==> config.mk <==
export PLATFORM = sky130hd
export DESIGN_NAME = load_store_unit
export DESIGN_NICKNAME = d
export VERILOG_FILES = /design/src/rtl/load_store_unit.sv
export SDC_FILE = /design/constraint.sdc
export NUM_CORES = 1
export LEC_CHECK = 0
export CAP_MARGIN = 5
export CORE_MARGIN = 2
export CORE_UTILIZATION = 44
export DETAILED_ROUTE_END_ITERATION = 8
export PLACE_DENSITY = 0.81
export SETUP_SLACK_MARGIN = 0.15
export SLEW_MARGIN = 20
export SYNTH_ARGS = -nofsm -noshare
export SYNTH_HDL_FRONTEND = slang
export SYNTH_SLANG_ARGS = --single-unit
==> constraint.sdc <==
create_clock -name clk -period 2.23 [get_ports clk]
set_input_delay 0.223 -clock clk [delete_from_list [all_inputs] [get_ports clk]]
set_output_delay 0.223 -clock clk [all_outputs]
set_load 0.05 [all_outputs]
==> src/rtl/load_store_unit.sv <==
// Load/store unit: turns execute-stage memory requests into single-outstanding
// bus transactions and formats load data for register write-back.
module load_store_unit #(
   parameter int unsigned WORD_WIDTH = 32,
   parameter int unsigned ADDR_WIDTH = 5
) (
   input  logic                  clk,
   input  logic                  rst_n,
   input  logic                  lsu_req_i,
   input  logic                  lsu_we_i,
   input  logic [1:0]            lsu_size_i,
   input  logic                  lsu_sign_ext_i,
   input  logic [WORD_WIDTH-1:0] lsu_addr_i,
   input  logic [WORD_WIDTH-1:0] lsu_wdata_i,
   input  logic [ADDR_WIDTH-1:0] lsu_rd_addr_i,
   output logic                  lsu_ready_o,
   output logic                  misaligned_o,
   output logic                  data_req_o,
   input  logic                  data_gnt_i,
   input  logic                  data_rvalid_i,
   output logic [WORD_WIDTH-1:0] data_addr_o,
   output logic                  data_we_o,
   output logic [3:0]            data_be_o,
   output logic [WORD_WIDTH-1:0] data_wdata_o,
   input  logic [WORD_WIDTH-1:0] data_rdata_i,
   output logic                  wb_en_o,
   output logic [ADDR_WIDTH-1:0] wb_addr_o,
   output logic [WORD_WIDTH-1:0] wb_data_o
);

   localparam int unsigned BE_WIDTH = 4;
   localparam logic [1:0]  SIZE_BYTE = 2'b00;
   localparam logic [1:0]  SIZE_HALF = 2'b01;

   typedef enum logic [1:0] {IDLE, REQ, WAIT_RVALID} state_t;

   state_t                state_q, state_d;

   // captured request fields needed after acceptance
   logic                  we_q, we_d;
   logic [1:0]            size_q, size_d;
   logic                  sext_q, sext_d;
   logic [1:0]            off_q, off_d;
   logic [ADDR_WIDTH-1:0] rd_q, rd_d;

   logic                  ready_d;
   logic                  mis_d;
   logic                  req_d;
   logic [WORD_WIDTH-1:0] addr_d;
   logic                  bus_we_d;
   logic [BE_WIDTH-1:0]   be_d;
   logic [WORD_WIDTH-1:0] wdata_d;
   logic                  wb_en_d;
   logic [ADDR_WIDTH-1:0] wb_addr_d;
   logic [WORD_WIDTH-1:0] wb_data_d;

   logic                  misaligned_c;
   logic [BE_WIDTH-1:0]   be_c;
   logic [WORD_WIDTH-1:0] wdata_c;
   logic [WORD_WIDTH-1:0] shifted_c;
   logic [WORD_WIDTH-1:0] load_c;

   // request decode: alignment, lane enables and replicated store data
   always_comb begin
      misaligned_c = 1'b0;
      be_c         = 4'b1111;
      wdata_c      = lsu_wdata_i;
      unique case (lsu_size_i)
         SIZE_BYTE: begin
            be_c    = 4'b0001 << lsu_addr_i[1:0];
            wdata_c = {4{lsu_wdata_i[7:0]}};
         end
         SIZE_HALF: begin
            misaligned_c = lsu_addr_i[0];
            be_c         = 4'b0011 << {lsu_addr_i[1], 1'b0};
            wdata_c      = {2{lsu_wdata_i[15:0]}};
         end
         default: begin
            misaligned_c = (lsu_addr_i[1:0] != 2'b00);
         end
      endcase
   end

   // load formatting: align the addressed lane to bit 0, then extend
   always_comb begin
      shifted_c = data_rdata_i >> {off_q, 3'b000};
      unique case (size_q)
         SIZE_BYTE: load_c = {{(WORD_WIDTH-8){sext_q & shifted_c[7]}}, shifted_c[7:0]};
         SIZE_HALF: load_c = {{(WORD_WIDTH-16){sext_q & shifted_c[15]}}, shifted_c[15:0]};
         default:   load_c = shifted_c;
      endcase
   end

   // next-state and next-output logic
   always_comb begin
      state_d   = state_q;
      we_d      = we_q;
      size_d    = size_q;
      sext_d    = sext_q;
      off_d     = off_q;
      rd_d      = rd_q;
      mis_d     = 1'b0;
      req_d     = data_req_o;
      addr_d    = data_addr_o;
      bus_we_d  = data_we_o;
      be_d      = data_be_o;
      wdata_d   = data_wdata_o;
      wb_en_d   = 1'b0;
      wb_addr_d = wb_addr_o;
      wb_data_d = wb_data_o;

      unique case (state_q)
         IDLE: begin
            if (lsu_req_i && lsu_ready_o) begin
               we_d   = lsu_we_i;
               size_d = lsu_size_i;
               sext_d = lsu_sign_ext_i;
               off_d  = lsu_addr_i[1:0];
               rd_d   = lsu_rd_addr_i;
               if (misaligned_c) begin
                  mis_d = 1'b1;
               end else begin
                  state_d  = REQ;
                  req_d    = 1'b1;
                  addr_d   = {lsu_addr_i[WORD_WIDTH-1:2], 2'b00};
                  bus_we_d = lsu_we_i;
                  be_d     = be_c;
                  wdata_d  = wdata_c;
               end
            end
         end
         REQ: begin
            if (data_gnt_i) begin
               state_d = WAIT_RVALID;
               req_d   = 1'b0;
            end
         end
         WAIT_RVALID: begin
            if (data_rvalid_i) begin
               state_d = IDLE;
               if (!we_q) begin
                  wb_en_d   = (rd_q != '0);
                  wb_addr_d = rd_q;
                  wb_data_d = load_c;
               end
            end
         end
         default: begin
            state_d = IDLE;
            req_d   = 1'b0;
         end
      endcase

      ready_d = (state_d == IDLE);
   end

   // state and output registers
   always_ff @(posedge clk or negedge rst_n) begin
      if (!rst_n) begin
         state_q      <= IDLE;
         we_q         <= 1'b0;
         size_q       <= 2'b00;
         sext_q       <= 1'b0;
         off_q        <= 2'b00;
         rd_q         <= '0;
         lsu_ready_o  <= 1'b1;
         misaligned_o <= 1'b0;
         data_req_o   <= 1'b0;
         data_addr_o  <= '0;
         data_we_o    <= 1'b0;
         data_be_o    <= '0;
         data_wdata_o <= '0;
         wb_en_o      <= 1'b0;
         wb_addr_o    <= '0;
         wb_data_o    <= '0;
      end else begin
         state_q      <= state_d;
         we_q         <= we_d;
         size_q       <= size_d;
         sext_q       <= sext_d;
         off_q        <= off_d;
         rd_q         <= rd_d;
         lsu_ready_o  <= ready_d;
         misaligned_o <= mis_d;
         data_req_o   <= req_d;
         data_addr_o  <= addr_d;
         data_we_o    <= bus_we_d;
         data_be_o    <= be_d;
         data_wdata_o <= wdata_d;
         wb_en_o      <= wb_en_d;
         wb_addr_o    <= wb_addr_d;
         wb_data_o    <= wb_data_d;
      end
   end

endmodule

==> impl_metrics.csv <==
group,metric,value,unit
status,status,"finished, final reports clean",
final_layout,syn2layout_area_growth,54.75,%
placement,place_area,7919,µm²
job,drv_cap,0,
pwr,power_density,1653,nW/µm²
setup_path,critPathRequiredTime,2.01,ns
routing,wl_per_cell,17.70,µm
clocking,root_buffer,"clkbuf_16",
timing,tightestPinTransition,0.6851,ns
final_layout,multi_input_area,2335,µm²
routing,drt_wl_total,17560,µm
setup_path,arrival,1.81,ns
pwr,power.internal,0.007514,W
setup_path,start_kind,"flip-flop",
pwr,irDropWorstVdd,1.054,mV
final_layout,final_cell_count_no_fill,992,
pwr,comb_power_share,0.528,
setup_path,worstPathBufferInverterCount,1,
global_routing,grt_max_degree,62,
final_layout,layout_common_cells,"nand2_1, clkdlybuf4s50_1, dfrtp_1, o21ai_0, mux2i_1",
synth,yosysSeqAreaShare,0.5497,
global_routing,grt_pass1_vias,5426,
routing,ant_nets,0,
synth,synth_edf_count,0,
global_routing,antenna_found_initial,0,
routing,drc_errors,0,
clocking,htree_levels,4,
timing,clock_skew,0.006931,ns
pwr,p_leak,3.942,nW
clocking,insertion_delay,0.41,ns
timing,slew_headroom,0.5432,
routing,vias,5184,
clocking,postCtsSetupRepairBufs,0,
pwr,p_switching,0.006577,W
setup_path,cp_cell_sequence,"clkdlybuf4s50_1",
setup_path,slowest_delay,0.86,ns
setup_path,slowest_stage,"clkdlybuf4s50_1",
setup_path,reg2reg_depth,4,
final_layout,seqCellArea,3029,µm²
setup_path,cp_max_fo,3,
synth,synth_cell_type_count,40,
placement,port_buffers,217,
setup_path,path_depth,1,
pwr,swShare,0.4668,
timing,hold_viol_final,0,
floorplanning,die_h,115.9,µm
floorplanning,dieWidth,115.9,µm
final_layout,num-fill-cells,907,
clocking,clk_pin_slew_worst_paths,0.05,ns
global_routing,grt_pass1_wl,27870,µm
final_layout,stdcell_area,8527,µm²
placement,dpl.cell_count,961,
pwr,pwr-share-seq,0.276,
final_layout,final_nets,923,
timing,setup_tns,0,ns
timing,finalMaxSlewViolations,0,
floorplanning,pin_count,220,
synth,ys_ff_latch,121,
synth,avgSynthCellArea,9.277,µm²
global_routing,globalRouteTotalUtil,0.2704,
timing,setup_viol_count_final,0,
clocking,cts_buffer_depth,2,
timing,timing.fmax,492.2,MHz
synth,netlist_area,5510,µm²
setup_path,end_kind,"output port",
clocking,cts_num_sinks,121,
synth,syn_inst,594,
min_path,min_delay_path_depth,3,
synth,async_reset_ff_frac,1.000,
clocking,cts_tree,"yes",
clocking,cts_inserted_buffers,17,
placement,place_congestion,0.8886,
floorplanning,start_util,0.4550,
routing,drt_iter0_markers,298,
pwr,power_frac_clock,0.196,
placement,hpwl,12740,µm
final_layout,diodes,0,
routing,viasPerCell,5.226,
floorplanning,coreArea,12110,µm²
timing,fin_crit_sh,0.9111,
final_layout,drive_above_1_share,0.08495,
min_path,hold_class,"in -> reg",
floorplanning,die-area,13430,µm²
timing,fin_crit,2.032,ns
setup_path,critPathTopFamily,"buffers and inverters",
floorplanning,num_rows,40,
timing,rsz0062_at_grt,"false",
setup_path,path_class,"reg -> out",
synth,ys_warn_count,0,
synth,ys.flop_type,"dfrtp_1",
routing,firstDrtPassIters,4,
global_routing,gr-total-overflow,0,
final timing paths:
| path | startpoint | to | slack, ns |
|---|---|---|---|
| min in group asynchronous | rst_n | wb_addr_o[1]$_DFFE_PN0P_ | 0.45 |
| max reg2reg | state_q[1]$_DFF_PN0_ | data_be_o[2]$_DFFE_PN0P_ | 0.43 |
| min reg2reg | data_addr_o[21]$_DFFE_PN0P_ | data_addr_o[21]$_DFFE_PN0P_ | 0.47 |
| max | lsu_ready_o$_DFF_PN1_ | lsu_ready_o | 0.20 |
| max in group asynchronous | rst_n | data_wdata_o[24]$_DFFE_PN0P_ | 1.15 |
| min | lsu_sign_ext_i | sext_q$_DFFE_PN0P_ | 0.34 |
flip-flops by register name, indices dropped and copies added, names as in the netlist:
register	cells
wb_data_o	32
state_q	2
off_q	2
data_addr_o	30
sext_q	1
data_we_o	1
data_be_o	4
data_req_o	1
wb_en_o	1
rd_q	5
misaligned_o	1
lsu_ready_o	1
wb_addr_o	5
data_wdata_o	32
we_q	1
size_q	2
repair_timing:
action / CTS / global route
hold buffers: 1 / 0
hold endpoints to repair: 49 / 0
resized for setup: 0 / 1
setup endpoints to repair: 0 / 2
cell families after synthesis:
| family | Yosys count | share of synthesized area |
|---|---|---|
| other cells | 1 | 0.0006805 |
| compound gates | 90 | 0.09878 |
| buf+inv | 38 | 0.03224 |
| mux | 51 | 0.09650 |
| xor+xnor | 1 | 0.001590 |
| simple gates | 292 | 0.2205 |
| flops | 121 | 0.5497 |
cells in the mapped netlist (2+ instances only):
cell type | instances | area [µm²]
buf_2 | 19 | 95.09
nor2_1 | 34 | 127.6
clkbuf_1 | 15 | 56.30
or2_2 | 2 | 12.51
mux2_2 | 7 | 78.83
a21oi_1 | 27 | 135.1
nor2b_1 | 3 | 18.77
nand2_1 | 216 | 810.8
nor3_1 | 4 | 20.02
buf_4 | 3 | 22.52
o211ai_1 | 3 | 22.52
a21o_1 | 2 | 15.01
nand3_1 | 14 | 70.07
o21ai_0 | 43 | 215.2
and2_1 | 7 | 43.79
nand4bb_1 | 2 | 22.52
dfrtp_1 | 120 | 3003
mux2i_1 | 43 | 430.4
a221o_1 | 8 | 80.08
nand2b_1 | 2 | 12.51
cell type report:
type,count,share of cell area
clock inverter,9,0.01438
sequential,121,0.3552
clock buffer,21,0.05517
tap,168,0.02465
multi-input combinational,436,0.2738
timing repair buffer,237,0.2767
power groups by stage:
stage	Sequential (W)	Combinational, W	Clock, W
2_1_floorplan	0.00679	0.00178	0
3_3_place_gp	0.00385	0.00732	0
3_5_place_dp	0.00387	0.00744	0
4_1_cts	0.00389	0.00748	0.00279
5_1_grt	0.00400	0.00786	0.00290
6_report	0.00389	0.00745	0.00276
stage by stage:
step	setup slack [ns]	hold slack, ns	utilization	total power [W]
floorplan	0.4458	-0.07259	-	0.008571
global placement	0.3612	0.3003	0.6538	0.01117
detailed placement	0.1921	0.3097	0.6538	0.01132
CTS	0.1709	0.3270	0.7036	0.01416
global route	0.1596	0.3480	0.7040	0.01476
finish	0.1982	0.3416	0.7040	0.01409
routing by layer:
metal,share of wire,global-route usage,up-vias
met5,0,0,-
met4,0.014,0.06905,0
met3,0.096,0.1077,23
met2,0.49,0.4628,232
met1,0.40,0.3199,2515
li1,-,-,2414
(Power assumes the default switching activity.)
==> patch 1: new RTL, config.mk and constraints unchanged <==
Encoding of `state_t`: now one-hot (3 bits for 3 states).
--- a/src/rtl/load_store_unit.sv
+++ b/src/rtl/load_store_unit.sv
@@ -32,7 +32,7 @@
    localparam logic [1:0]  SIZE_BYTE = 2'b00;
    localparam logic [1:0]  SIZE_HALF = 2'b01;
 
-   typedef enum logic [1:0] {IDLE, REQ, WAIT_RVALID} state_t;
+   typedef enum logic [2:0] {IDLE = 3'b001, REQ = 3'b010, WAIT_RVALID = 3'b100} state_t;
 
    state_t                state_q, state_d;
 
Function: no difference found for any inputs over 4 cycles, from zero or initial values and one cycle with rst_n low; so few cycles prove little.
==> patch 1 against the unedited design <==
  * Utilization is 0.93 points lower
  * Critical path depth is 4 higher
  * Design area is 2.0% higher
  * Area after synthesis is 1.6% higher
  * Setup slack worse by 0.021 ns
  * Wire length is 3.5% lower
  * Sequential cell count is 1 higher
  * Synthesized cell count is 16% lower
  * Via count is 6.8% lower
  * Final cell count is 8.0% lower
  * Power is 8.6% lower
  * Combinational power is 13% lower
==> patch 1: results (changes against the unedited design) <==
| Metric | Value |
|---|---|
| Total congestion overflow | `0 (unchanged)` |
| Register area share after synthesis | `54.6% (-0.38 points)` |
| Vias in the first global route | `4,866 (-10%)` |
| WP data arrival | `2.35 ns (+0.54 ns)` |
| CTS max path bufs | `2 (unchanged)` |
| Nets@finish | `839 (-9.1%)` |
| Outcome | `completed` |
| H-tree Lvls | `4 (unchanged)` |
| Largest net degree at the start of global routing | `47 (-24%)` |
| Synth area leaders | `dfrtp_1, mux2_2, mux2i_1` |
| Number of port buffers | `217 (unchanged)` |
| Clock Skew | `0.00730 ns (+0.000369 ns)` |
| Hpwl dp | `12,300 um (-3.5%)` |
| Max stage delay on crit path | `0.45 ns (-0.41 ns)` |
| Total GRT Usage | `25.0% (-2.0 points)` |
| Cell variety after synth | `41 (+2.5%)` |
| Relative slew slack | `59.2% (+4.9 points)` |
| Synth warn | `0 (unchanged)` |
| 1st-iter DRT viols | `426 (+43%)` |
| Synth cell count leaders | `dfrtp_1, nand2_1, mux2_2` |
| Worst-path fanout max | `20 (+17)` |
| First-pass DRT Iterations | `4 (unchanged)` |
| Pleak | `3.75 nW (-4.8%)` |
| Dpl ws | `0.0252 ns (-0.167 ns)` |
| Max IR drop VDD | `1040 uV (-1.3%)` |
| GPL Wtd Cong | `0.876 (-1.5%)` |
| Drt wl/cell | `18.6 um (+4.8%)` |
| Worst path slowest cell | `dfrtp_1` |
| CTS buffer count | `17 (unchanged)` |
| Vias per cell | `5.29 (+1.3%)` |
| Clock-pin slew on the worst setup and hold paths | `0.06 ns` |
| CTS Root Cell | `clkbuf_16` |
| Layout cells sized above 1 | `17.3% (+8.8 points)` |
| Fillers | `957 (+5.5%)` |
| Async SR Flop Fraction | `100% (unchanged)` |
| Main synth FF type | `dfrtp_1` |
| First-pass GRT wire length | `25,400 um (-8.9%)` |
-- patch 1: cell count changes after synthesis, sizes merged, moves of 8 or more --
cell and change:
nor2b +8, mux2 +52, nand2 -148, a21oi +11, a221o -8, o21ai -29
-- patch 1: worst paths after layout --
path | depth (start not counted) | slack (ns) | end | from
hold reg to reg | 2 | 0.48 | wb_addr_o[4] | wb_addr_o[4]
max in group asynchronous | 3 | 1.21 | lsu_ready_o | rst_n
min in group asynchronous | 2 | 0.35 | wb_data_o[4] | rst_n
setup reg to reg | 5 | 0.18 | data_addr_o[17] | state_q[2]
hold / removal | 3 | 0.34 | rd_q[2] | lsu_rd_addr_i[2]
setup / recovery | 5 | 0.18 | data_addr_o[17] | state_q[2]
-- patch 1: worst max-delay path: cells and delay by family (launching register included) --
family	cells	cell delay, ns
DFF	1	0.45
buffers and inverters	2	0.37
and+or+nand+nor	1	0.34
AOI/OAI and AO/OA	1	0.40
muxes	1	0.35
-- patch 1: timing repair --
action,CTS,global route
resized for setup,0,7
hold buffers,1,0
endpoints found under the setup margin,0,13
endpoints found under the hold margin,37,0
setup buffers,0,2
-- patch 1: layout make-up --
| type | count | area share, % |
|---|---|---|
| clock buffers | 20 | 5.25 |
| clock inverters | 11 | 1.68 |
| multi-input cells | 340 | 27.0 |
| well taps | 172 | 2.47 |
| inverters | 1 | 0.0432 |
| flip-flops and latches | 122 | 35.1 |
| repair buffers | 247 | 28.4 |
-- patch 1: cell families after synthesis --
logic type,count (synthesis),synth area share (%)
xor gates and xnor gates,2,0.313
muxes,103,20.0
DFF,122,54.6
buffers and inverters,38,3.60
other,1,0.0670
AOI/OAI and AO/OA,84,9.61
and+or+nand+nor,149,11.8
-- patch 1: layer usage --
| metal | global-route usage, % | share of wire, % |
|---|---|---|
| met5 | 0 | 0 |
| met4 | 8.16 | 1.3 |
| met3 | 9.84 | 9.6 |
| met2 | 42.2 | 50 |
| met1 | 29.4 | 39 |
-- patch 1: where the power goes --
part | internal (mW) | leakage (nW) | switching, mW | total (mW)
Combinational | 2.40 | 1.95 | 4.05 | 6.45
Sequential | 3.05 | 1.51 | 0.586 | 3.64
Clock | 1.81 | 0.292 | 0.985 | 2.79
Total | 7.26 | 3.75 | 5.62 | 12.9
-- patch 1: metrics by stage --
step	cell area, um^2	instances	total power, mW	hold slack [ns]	utilization, %
finish	8700	913	12.9	0.338	69.5
global route	8700	913	13.5	0.339	69.5
CTS	8640	910	12.9	0.312	69.0
detailed placement	8030	878	10.1	0.239	64.1
global placement	8030	878	9.92	0.231	64.1
floorplan	5610	500	7.75	-0.0726	-
==> patch 2: new RTL, same settings <==
Made on the original files. Change the parameter `ADDR_WIDTH` from 5 to 6.
--- a/src/rtl/load_store_unit.sv
+++ b/src/rtl/load_store_unit.sv
@@ -2,7 +2,7 @@
 // bus transactions and formats load data for register write-back.
 module load_store_unit #(
    parameter int unsigned WORD_WIDTH = 32,
-   parameter int unsigned ADDR_WIDTH = 5
+   parameter int unsigned ADDR_WIDTH = 6
 ) (
    input  logic                  clk,
    input  logic                  rst_n,
Ports: changed (resized lsu_rd_addr_i and wb_addr_o); port bits go from 220 to 222. No check against the original RTL was run, so the function may have changed too.
==> patch 2 against the unedited design <==
  * First-iteration DRC count up 22%
  * Sequential cell count up 2
  * Power down 0.88%
  * Area after synthesis up 1.5%
  * Wire length down 3.9%
  * Sequential power up 1%
  * Setup slack better by 0.022 ns
  * Clock skew up 0.0033 ns
  * Design area up 0.78%
  * Sequential share of layout area up 0.31 points
  * Global-route usage down 1.9 points
==> patch 2: results (changes against the unedited design) <==
| Metric | Value |
|---|---|
| Outcome | `completed` |
| Fin. Hold Viols | `0 (unchanged)` |
| Async SR Flop Fraction | `100% (unchanged)` |
| Hold Crit Class | `in2reg` |
| Clock Skew | `0.0102 ns (+0.00327 ns)` |
| Relative slew slack | `61.3% (+7.0 points)` |
| Critical R2R Launch | `off_q[1]` |
| Vias in the first global route | `5,186 (-4.4%)` |
| Hold_sp | `lsu_addr_i[16]` |
| Worst-path fanout max | `3 (unchanged)` |
| Main synth FF type | `dfrtp_1` |
| CTS buffer count | `17 (unchanged)` |
| Synth area leaders | `dfrtp_1, nand2_1, mux2i_1` |
| Max IR drop VDD | `964 uV (-8.5%)` |
| Max stage delay on crit path | `0.83 ns (-0.03 ns)` |
| 1st-iter DRT viols | `363 (+22%)` |
| Hold path depth | `3 (unchanged)` |
| Largest regs | `data_wdata_o (32), wb_data_o (32), data_addr_o (30)` |
| Hpwl dp | `12,400 um (-2.6%)` |
| Reg2Reg Depth | `5 (+1)` |
| First-pass GRT wire length | `26,100 um (-6.3%)` |
| Layout cells sized above 1 | `8.50% (about the same)` |
| Number of port buffers | `219 (+0.92%)` |
| Total GRT Usage | `25.1% (-1.9 points)` |
| Synth warn | `0 (unchanged)` |
| Int Power | `7.35 mW (-2.2%)` |
| CTS Root Cell | `clkbuf_16` |
| GPL Wtd Cong | `0.872 (-1.9%)` |
| Nets@finish | `933 (+1.1%)` |
| Initial antenna violation count | `0 (unchanged)` |
| Clock latency on the worst-skew pair | `0.41 ns (about the same)` |
| ANT cells | `0 (unchanged)` |
| Largest net degree at the start of global routing | `52 (-16%)` |
| Cell variety after synth | `41 (+2.5%)` |
| Clock-pin slew on the worst setup and hold paths | `0.06 ns` |
| Dpl ws | `0.306 ns (+0.114 ns)` |
| Register area share after synthesis | `55.1% (+0.083 points)` |
| Synth cell count leaders | `nand2_1, dfrtp_1, mux2i_1, o21ai_0, nor2_1` |
| DP Area | `8010 um^2 (+1.2%)` |
| Pleak | `3.97 nW (+0.61%)` |
| CP top delay family | `buffers and inverters` |
| WP data arrival | `1.79 ns (-0.02 ns)` |
| First-pass DRT Iterations | `5 (+1)` |
| Via Count | `5,105 (-1.5%)` |
| CTS max path bufs | `2 (unchanged)` |
| H-tree Lvls | `4 (unchanged)` |
| Crit path launch | `lsu_ready_o` |
| Worst path slowest cell | `clkdlybuf4s50_1` |
| Routed wire length | `16,900 um (-3.9%)` |
==> patch 2: per-stage QoR <==
step | std cells | utilization [%] | hold WS [ns] | power (mW)
after floorplan | 605 | - | -0.0726 | 8.68
after global routing | 1007 | 68.7 | 0.338 | 14.7
after detailed placement | 974 | 64.0 | 0.244 | 11.4
final | 1007 | 68.7 | 0.334 | 14.0
after global placement | 974 | 64.0 | 0.242 | 11.2
after CTS | 1007 | 68.7 | 0.325 | 14.1
==> patch 2: power by group through the flow <==
stage,sequential (mW),clock (mW),combinational (mW)
after floorplan,6.87,0,1.81
after global placement,3.89,0,7.35
after detailed placement,3.93,0,7.46
after CTS,3.92,2.65,7.49
after global routing,4.04,2.76,7.88
final,3.93,2.60,7.44
==> patch 2: final timing paths <==
path	end	slack [ns]
setup / recovery	lsu_ready_o	0.22
hold / removal	data_addr_o[16]	0.33
setup reg to reg	wb_data_o[11]	0.44
hold reg to reg	data_addr_o[26]	0.47
max in group asynchronous	data_addr_o[24]	1.15
min in group asynchronous	wb_data_o[0]	0.37
==> patch 2: layer usage <==
layer	part of all wire (%)	up-vias	track usage (%)
li1	-	2431	-
met1	39	2421	29.5
met2	49	227	41.7
met3	9.3	26	9.03
met4	2.0	0	10.7
met5	0	-	0
==> patch 2: cell type report <==
cell class	count	area, um^2
tap	172	215
clock inverter	13	120
fill	996	3920
sequential	123	3080
timing repair buffer	238	2370
multi-input combinational	442	2350
clock buffer	19	453
==> patch 2: cells by family (layout without fill, tap and decap cells) <==
kind of cell	count (synthesis)	count (layout)	share of synthesized area [%]
AOI/OAI and AO/OA	90	90	9.73
xor gates and xnor gates	1	1	0.157
buffers and inverters	40	270	3.33
DFF	123	123	55.1
muxes	51	51	9.51
other	1	2	0.0670
and+or+nand+nor	298	298	22.1
==> patch 2: repair_timing <==
item	in CTS	in global routing
gates resized for setup	0	0
hold buffers	1	0
buffers inserted	0	0
setup endpoints to repair	0	0
endpoints found under the hold margin	38	0
